File: src/rtl/load_use_scoreboard.sv
// Per-register load-use countdown for a 7-stage pipe (IF ID EX MEM1 MEM2 MEM3 WB).
// A load's result forwards only from MEM3/WB, so ID stalls until the destination's countdown permits.
module load_use_scoreboard #(
  parameter int NUM_REGS    = 32,
  parameter int IDX_W       = 5,
  parameter int LOAD_STALL  = 2,
  parameter int STORE_SLACK = 1
) (
  input  logic                clk,
  input  logic                rst_n,
  input  logic                id_valid,
  input  logic                id_en_rs1,
  input  logic [IDX_W-1:0]    id_rs1,
  input  logic                id_en_rs2,
  input  logic [IDX_W-1:0]    id_rs2,
  input  logic                id_en_memw,
  input  logic                id_en_regw,
  input  logic                id_en_memr,
  input  logic [IDX_W-1:0]    id_rd,
  input  logic                flush_id,
  input  logic                freeze,
  output logic                stall_id,
  output logic [2:0]          stall_cause,
  output logic [NUM_REGS-1:0] busy_vec,
  output logic [31:0]         stall_cnt
);

  localparam int CNT_W = $clog2(LOAD_STALL + 1);
  localparam logic [CNT_W-1:0] LOAD_C  = CNT_W'(LOAD_STALL);
  localparam logic [CNT_W-1:0] SLACK_C = CNT_W'(STORE_SLACK);

  logic [CNT_W-1:0] r_cnt [NUM_REGS];
  logic [31:0]      r_stall_cnt;

  logic [CNT_W-1:0] w_cnt_rs1;
  logic [CNT_W-1:0] w_cnt_rs2;
  logic [2:0]       w_cause;
  logic             w_stall;
  logic             w_issue;

  assign w_cnt_rs1 = r_cnt[id_rs1];
  assign w_cnt_rs2 = r_cnt[id_rs2];

  // Checks see the count before this cycle's decrement/load.
  assign w_cause[0] = id_valid & id_en_rs1  & (id_rs1 != '0) & (w_cnt_rs1 != '0);
  assign w_cause[1] = id_valid & id_en_rs2  & (id_rs2 != '0) & (w_cnt_rs2 != '0);
  assign w_cause[2] = id_valid & id_en_memw & (id_rs2 != '0) & (w_cnt_rs2 > SLACK_C);
  assign w_stall    = |w_cause;
  assign w_issue    = id_valid & ~w_stall & ~flush_id & ~freeze;

  assign stall_id    = w_stall;
  assign stall_cause = w_cause;
  assign stall_cnt   = r_stall_cnt;

  always_comb begin
    busy_vec = '0;
    for (int i = 0; i < NUM_REGS; i++) begin
      busy_vec[i] = (r_cnt[i] != '0);
    end
  end

  always_ff @(posedge clk or negedge rst_n) begin
    if (!rst_n) begin
      for (int i = 0; i < NUM_REGS; i++) begin
        r_cnt[i] <= '0;
      end
      r_stall_cnt <= '0;
    end else if (!freeze) begin
      // Entry 0 is left untouched so x0 never looks busy.
      for (int i = 1; i < NUM_REGS; i++) begin
        if (w_issue && id_en_regw && (id_rd == IDX_W'(i))) begin
          r_cnt[i] <= id_en_memr ? LOAD_C : '0;
        end else if (r_cnt[i] != '0) begin
          r_cnt[i] <= r_cnt[i] - 1'b1;
        end
      end
      if (w_stall && (r_stall_cnt != 32'hFFFF_FFFF)) begin
        r_stall_cnt <= r_stall_cnt + 32'd1;
      end
    end
  end

endmodule
File: config.mk
export PLATFORM = sky130hd
export DESIGN_NAME = load_use_scoreboard
export DESIGN_NICKNAME = d
export VERILOG_FILES = /design/src/rtl/load_use_scoreboard.sv
export SDC_FILE = /design/constraint.sdc
export NUM_CORES = 1
export LEC_CHECK = 0
export CAP_MARGIN = 20
export CORE_MARGIN = 3
export CORE_UTILIZATION = 51
export DETAILED_ROUTE_END_ITERATION = 16
export MAX_ROUTING_LAYER = met4
export PLACE_DENSITY = 0.87
export REMOVE_ABC_BUFFERS = 1
export SLEW_MARGIN = 25
export SYNTH_ARGS = -nofsm -noshare
export SYNTH_HDL_FRONTEND = slang
export SYNTH_SLANG_ARGS = --single-unit
export TNS_END_PERCENT = 5
File: constraint.sdc
create_clock -name clk -period 2.57 [get_ports clk]
set_input_delay 0.514 -clock clk [delete_from_list [all_inputs] [get_ports clk]]
set_output_delay 0.514 -clock clk [all_outputs]
set_load 0.01 [all_outputs]
### Word level (Yosys, flattened, before mapping)

Index checks and enable logic that the tools add are counted.

| word-level totals | value |
|---|---|
| register bits after elaboration | 94 |
| output and inout bits | 68 |
| word-level logic and storage cells | 318 |

| operators by class | value |
|---|---|
| multiplexer cells | 69 |
| reductions and logical operators | 133 |
| eq/ne operators | 32 |
| $lt $le $gt $ge | 3 |
| add/sub/neg operators | 32 |
| bitwise gates (word level) | 17 |

Operator list:

| kind | number |
|---|---|
| $mux 2 | 67 |
| $reduce_bool 2->1 | 65 |
| $eq 5x5->1 const B | 16 |
| $reduce_and 2->1 | 32 |
| $sub 2x1->2 const B | 31 |
| $eq 5x4->1 const B | 8 |
| $logic_and 1x1->1 | 33 |
| $add 32x1->32 const B | 1 |
| $ne 32x32->1 const B | 1 |
| $bmux 2 s5 | 2 |
| $eq 5x3->1 const B | 4 |
| $and 1x1->1 | 12 |
| $ge 6x6->1 const B | 2 |
| $not 5->6 | 2 |
| $eq 5x2->1 const B | 2 |
| $reduce_bool 5->1 | 2 |
| $eq 5x1->1 const B | 1 |
| $not 1->1 | 3 |
| $reduce_or 3->1 | 1 |
| $gt 2x1->1 const B | 1 |

### Depth between registers and ports, before layout

| depth | value |
|---|---|
| depth in word-level cells | 15 |
| depth in mapped cells | 12 |

### Least setup slack after synthesis

Ideal clock, no wire load.

| timing | value |
|---|---|
| path type | input to register |
| start | input port id_rs2[1] |
| end | register r_cnt[18] (netlist bit) |
| cell stages on the path | 9 |
| path buffers | 1 |
| data arrival time | 2.645 ns |
| setup time | 0.131 ns |
| required time | 2.439 ns |
| path slack | -0.207 ns |
| cell sequence | buf_2 nor2_1 a311o_1 a211oi_2 nor4_2 a32o_2 nor4b_4 a2111oi_1 or3_1 |

| between the ends | value |
|---|---|
| cells in the longest elaborated chain, start to end | 15 |

Ends and longest elaborated chain:

| element | line | RTL |
|---|---|---|
| from (decl) | 15 | `input logic [IDX_W-1:0] id_rs2,` |
| $not 5->6 (implied by the code) | 42 | `assign w_cnt_rs2 = r_cnt[id_rs2];` |
| $bmux 2 s5 | 42 |  |
| $mux 2 (implied by the code) (2 in series) | 42 |  |
| $gt 2x1->1 / $reduce_bool 2->1 (equally long branches) | 47, 46 |  |
| $and 1x1->1, on equally long branches | 47, 46 |  |
| $reduce_or 3->1 (*) | 48 | `assign w_stall = \|w_cause;` |
| $not 1->1 (*) | 49 | `assign w_issue = id_valid & ~w_stall & ~flush_id & ~freeze;` |
| $and 1x1->1 (*) (3 in series) | 49 |  |
| $logic_and 1x1->1 (*) (2 in series) | 71 | `if (w_issue && id_en_regw && (id_rd == IDX_W'(i))) begin` |
| $reduce_bool 2->1 (no source line) | -- |  |
| $reduce_and 2->1 (no source line) | -- |  |
| to (signal, indexed assignment) | 72 | `r_cnt[i] <= id_en_memr ? LOAD_C : '0;` |
| to (signal, indexed assignment) | 74 | `r_cnt[i] <= r_cnt[i] - 1'b1;` |
| to (decl) | 32 | `logic [CNT_W-1:0] r_cnt [NUM_REGS];` |

Every way passes the cells marked *; elsewhere a longest branch is shown, timed or not. The select of a mux whose other input is x is not followed.
A chain may end at the register's enable or synchronous reset.

### Worst setup path in the final report

| timing | value |
|---|---|
| start | register r_cnt[50] (netlist bit) |
| end | register r_cnt[9] (netlist bit) |

| between the ends | value |
|---|---|
| cells in the longest elaborated chain, start to end | 14 |

Ends and longest elaborated chain:

| element | line | RTL |
|---|---|---|
| $bmux 2 s5, on equally long branches | 42, 41 |  |
| $mux 2, on equally long branches (2 in series) | 42, 41 |  |
| $gt 2x1->1 (tied with other cells) | 47 | `assign w_cause[2] = id_valid & id_en_memw & (id_rs2 != '0) & (w_cnt_rs2 > SLACK_C);` |
| $and 1x1->1, on equally long branches | 47, 45, 46 |  |
| $reduce_or 3->1 (*) | 48 |  |
| $not 1->1 (*) | 49 |  |
| $and 1x1->1 (*) (3 in series) | 49 |  |
| $logic_and 1x1->1 (*) (2 in series) | 71 |  |
| $reduce_bool 2->1 (no source line) | -- |  |
| $reduce_and 2->1 (no source line) | -- |  |

Marks and branches as above.

==> metrics.yaml <==
run_status:
  outcome: "complete, but fails checks"
  violations: "negative setup slack"
layout:
  multiInputGateArea_um2: 4050
  final_cells: 1176
  seq_area_um2: 2350
  nets: 1055
  final_area_um2: 9690
  drive_gt1_frac: 0.246
  nFillCells: 845
  area_growth_pct: 44.9
timing:
  slew_violations: 0
  fmax_mhz: 345
  fin_crit_sh: 1.13
  finalHoldViolCount: 0
  worst_pin_slew_ps: 539
  slew_headroom: 0.640
  rsz0062_at_grt: "true"
  setup_viol: 72
  final.setup.tns_ps: -11490
  skew_ps: 9.69
  fin_ws_ps: -330
  final.min_clock_period_ps: 2900
place:
  hpwl_um: 15600
  gp_routability_congestion: 1.10
  io_buffers: 91
  post-place-cells: 1137
  place_area_um2: 8620
floorplanning:
  start_util: 0.526
  die_h_um: 121
  die_area_um2: 14500
  floorplan.core_area_um2: 12700
  die_x_um: 121
  ios: 93
  rows: 41
drt:
  ant_nets: 0
  vias_per_cell: 6.38
  routedWlPerCell_um: 21.0
  drc: 0
  vias: 7503
  drtPass1Iterations: 6
  drt_iter0_drc: 954
  wirelength_um: 24700
logic_synthesis:
  avgSynthCellArea_um2: 8.54
  yosysWarnings: 2
  syn_area_um2: 6690
  ys_types: 67
  synth_edf_count: 0
  ys_ff_latch: 94
  ys_seq_area_frac: 0.352
  synthFlopType: "dfrtp_1"
  ys_async_sr_fraction: 1.00
  syn-instance-count: 783
setup_path:
  worstRegToRegCells: 10
  crit_type: "register to register"
  regToRegSetupSlack_ps: -330
  path_max_fanout: 10
  r2r-end: "r_cnt[9]"
  r2r_start: "r_cnt[50]"
  cp.required_ps: 2780
  critPathLaunchType: "register"
  arrival_ps: 3110
  setup.worst_path.end_class: "register"
clocking:
  clk_pin_slew_ps: 70
  clkLatencyLatePin_ps: 360
  cts.sinks: 94
  clockBufferDepth: 2
  htree_levels: 3
  holdBufCountCts: 0
  cts_tree: "done"
  root_buffer: "clkbuf_16"
  cts_made_buffers: 9
global_routing:
  grt_usage: 0.337
  use_met1: 0.411
  grt-busiest-layer: "met2"
  met3_usage: 0.0865
  antenna_found_initial: 0
  grt_overflow_total: 0
  use_met2: 0.540
  grt_pass1_wl_um: 37700
  grt_max_degree: 58
  grt_pass1_vias: 7303
power:
  power_mw: 9.56
  peakVddDrop_uv: 722
  power.density_nw_per_um2: 987
  leakagePower_nw: 4.47
hold_path:
  hold_path.class: "primary input to async pin"
flow_run:
  drv_cap: 0
-- metrics by stage --
step | utilization | hold WS (ps) | worst slack, ps
6_report | 0.762 | 130 | -330
5_1_grt | 0.761 | 168 | -469
4_1_cts | 0.747 | 152 | -208
3_5_place_dp | 0.678 | 496 | -1020
3_3_place_gp | 0.678 | 491 | -993
2_1_floorplan | - | 218 | -558
-- layer usage --
metal | wire (um) | vias up
li1 | - | 3282
met1 | 9240 | 3600
met2 | 11600 | 497
met3 | 2630 | 124
met4 | 1160 | 0
met5 | 0 | -
-- synthesized netlist by cell type, drive strengths merged (3+ instances only) --
master,instances,area [um^2]
a21oi,80,400
xnor2,24,210
mux2i,30,300
o2111ai,8,70.1
nor2b,5,31.3
buf,19,138
clkbuf,18,67.6
xor2,7,61.3
nor3,33,170
dfrtp,94,2350
o22ai,22,138
ha,32,400
a22oi,16,125
a211oi,3,32.5
inv,108,405
a221oi,25,219
a2111oi,5,47.6
o2bb2ai,3,26.3
a222oi,6,60.1
nand2b,9,56.3
nor3b,5,37.5
nor4,6,58.8
o211ai,3,22.5
or3,6,37.5
o21ai,18,90.1
a31oi,7,43.8
nor2,49,186
nand4,15,93.8
nand2,51,191
nor4b,4,95.1
and3,27,169
nand3,15,75.1
and2,3,18.8
-- registers in the layout (all words and copies together) (netlist names) --
| register | count |
|---|---|
| stall_cnt | 32 |
| r_cnt | 62 |
-- where the power goes --
part | total, mW | internal [mW] | switching (mW)
sequential | 2.65 | 2.04 | 0.606
combinational | 5.35 | 2.65 | 2.70
clock | 1.57 | 0.952 | 0.614
-- cell type report --
type,instances,area share
multi-input combinational,544,0.418
sequential,94,0.243
timing repair buffer,241,0.240
inverter,108,0.0424
clock buffer,12,0.0244
tap,172,0.0222
clock inverter,4,0.00981
antenna,1,0.000258
-- logic make-up after synthesis --
group,share of synthesized area
buffers and inverters,0.0913
multiplexers,0.0505
adder cells (fa/ha/maj),0.0599
XOR/XNOR,0.0406
other,0.000561
AND/OR/NAND/NOR,0.193
AO/OA/AOI/OAI,0.212
flip-flops,0.352
-- critical path, stage by stage, from the launching register on --
cell      delay (ps)
dfrtp_1          430
mux4_2           510
a211oi_4         290
nor4_4           100
a32o_2           290
buf_6            130
buf_4            140
nor4b_4          280
buf_6            210
nand2_1           70
a222oi_1         320
-- what timing repair did --
action	4_1_cts	5_1_grt
buffers inserted	16	5
endpoints found under the hold margin	0	0
pin swaps	40	25
cloned	6	0
gates resized for setup	128	39
setup endpoints to repair	98	88
-- cells in the final DEF, fill, tap and decap left out, types with 4 or more instances in the layout --
cell type,instances
a221oi_1,17
or3_1,6
nand2b_1,8
a21oi_1,72
nand2_2,4
clkbuf_16,9
o21ai_0,17
nor3b_1,4
xor2_1,7
nor3_1,30
o22ai_1,21
nand4_1,15
buf_16,6
dlygate4sd2_1,4
mux2i_1,29
buf_4,116
nor4b_4,4
a222oi_1,6
a22oi_1,12
a21oi_2,8
clkdlybuf4s50_1,73
xnor2_1,24
a22oi_2,4
nor2_1,43
and3_1,25
a31oi_1,6
o2111ai_1,5
nand2_1,47
inv_1,106
nor2_4,4
a221oi_2,8
nand3_1,12
ha_1,32
dfrtp_1,94
buf_12,9
buf_6,23
buf_2,5
-- worst max-delay path by stage --
| stage | startpoint | to | cells past startpoint |
|---|---|---|---|
| 2_1_floorplan | id_rs2[0] | r_cnt[18] | 7 |
| 3_3_place_gp | id_rs2[0] | stall_id | 8 |
| 3_5_place_dp | id_rs2[0] | stall_id | 8 |
| 4_1_cts | r_cnt[50] | r_cnt[20] | 10 |
| 5_1_grt | id_rs1[1] | r_cnt[22] | 15 |
| 6_report | r_cnt[50] | r_cnt[9] | 10 |
Note: power is estimated with default switching activity, not from simulation.
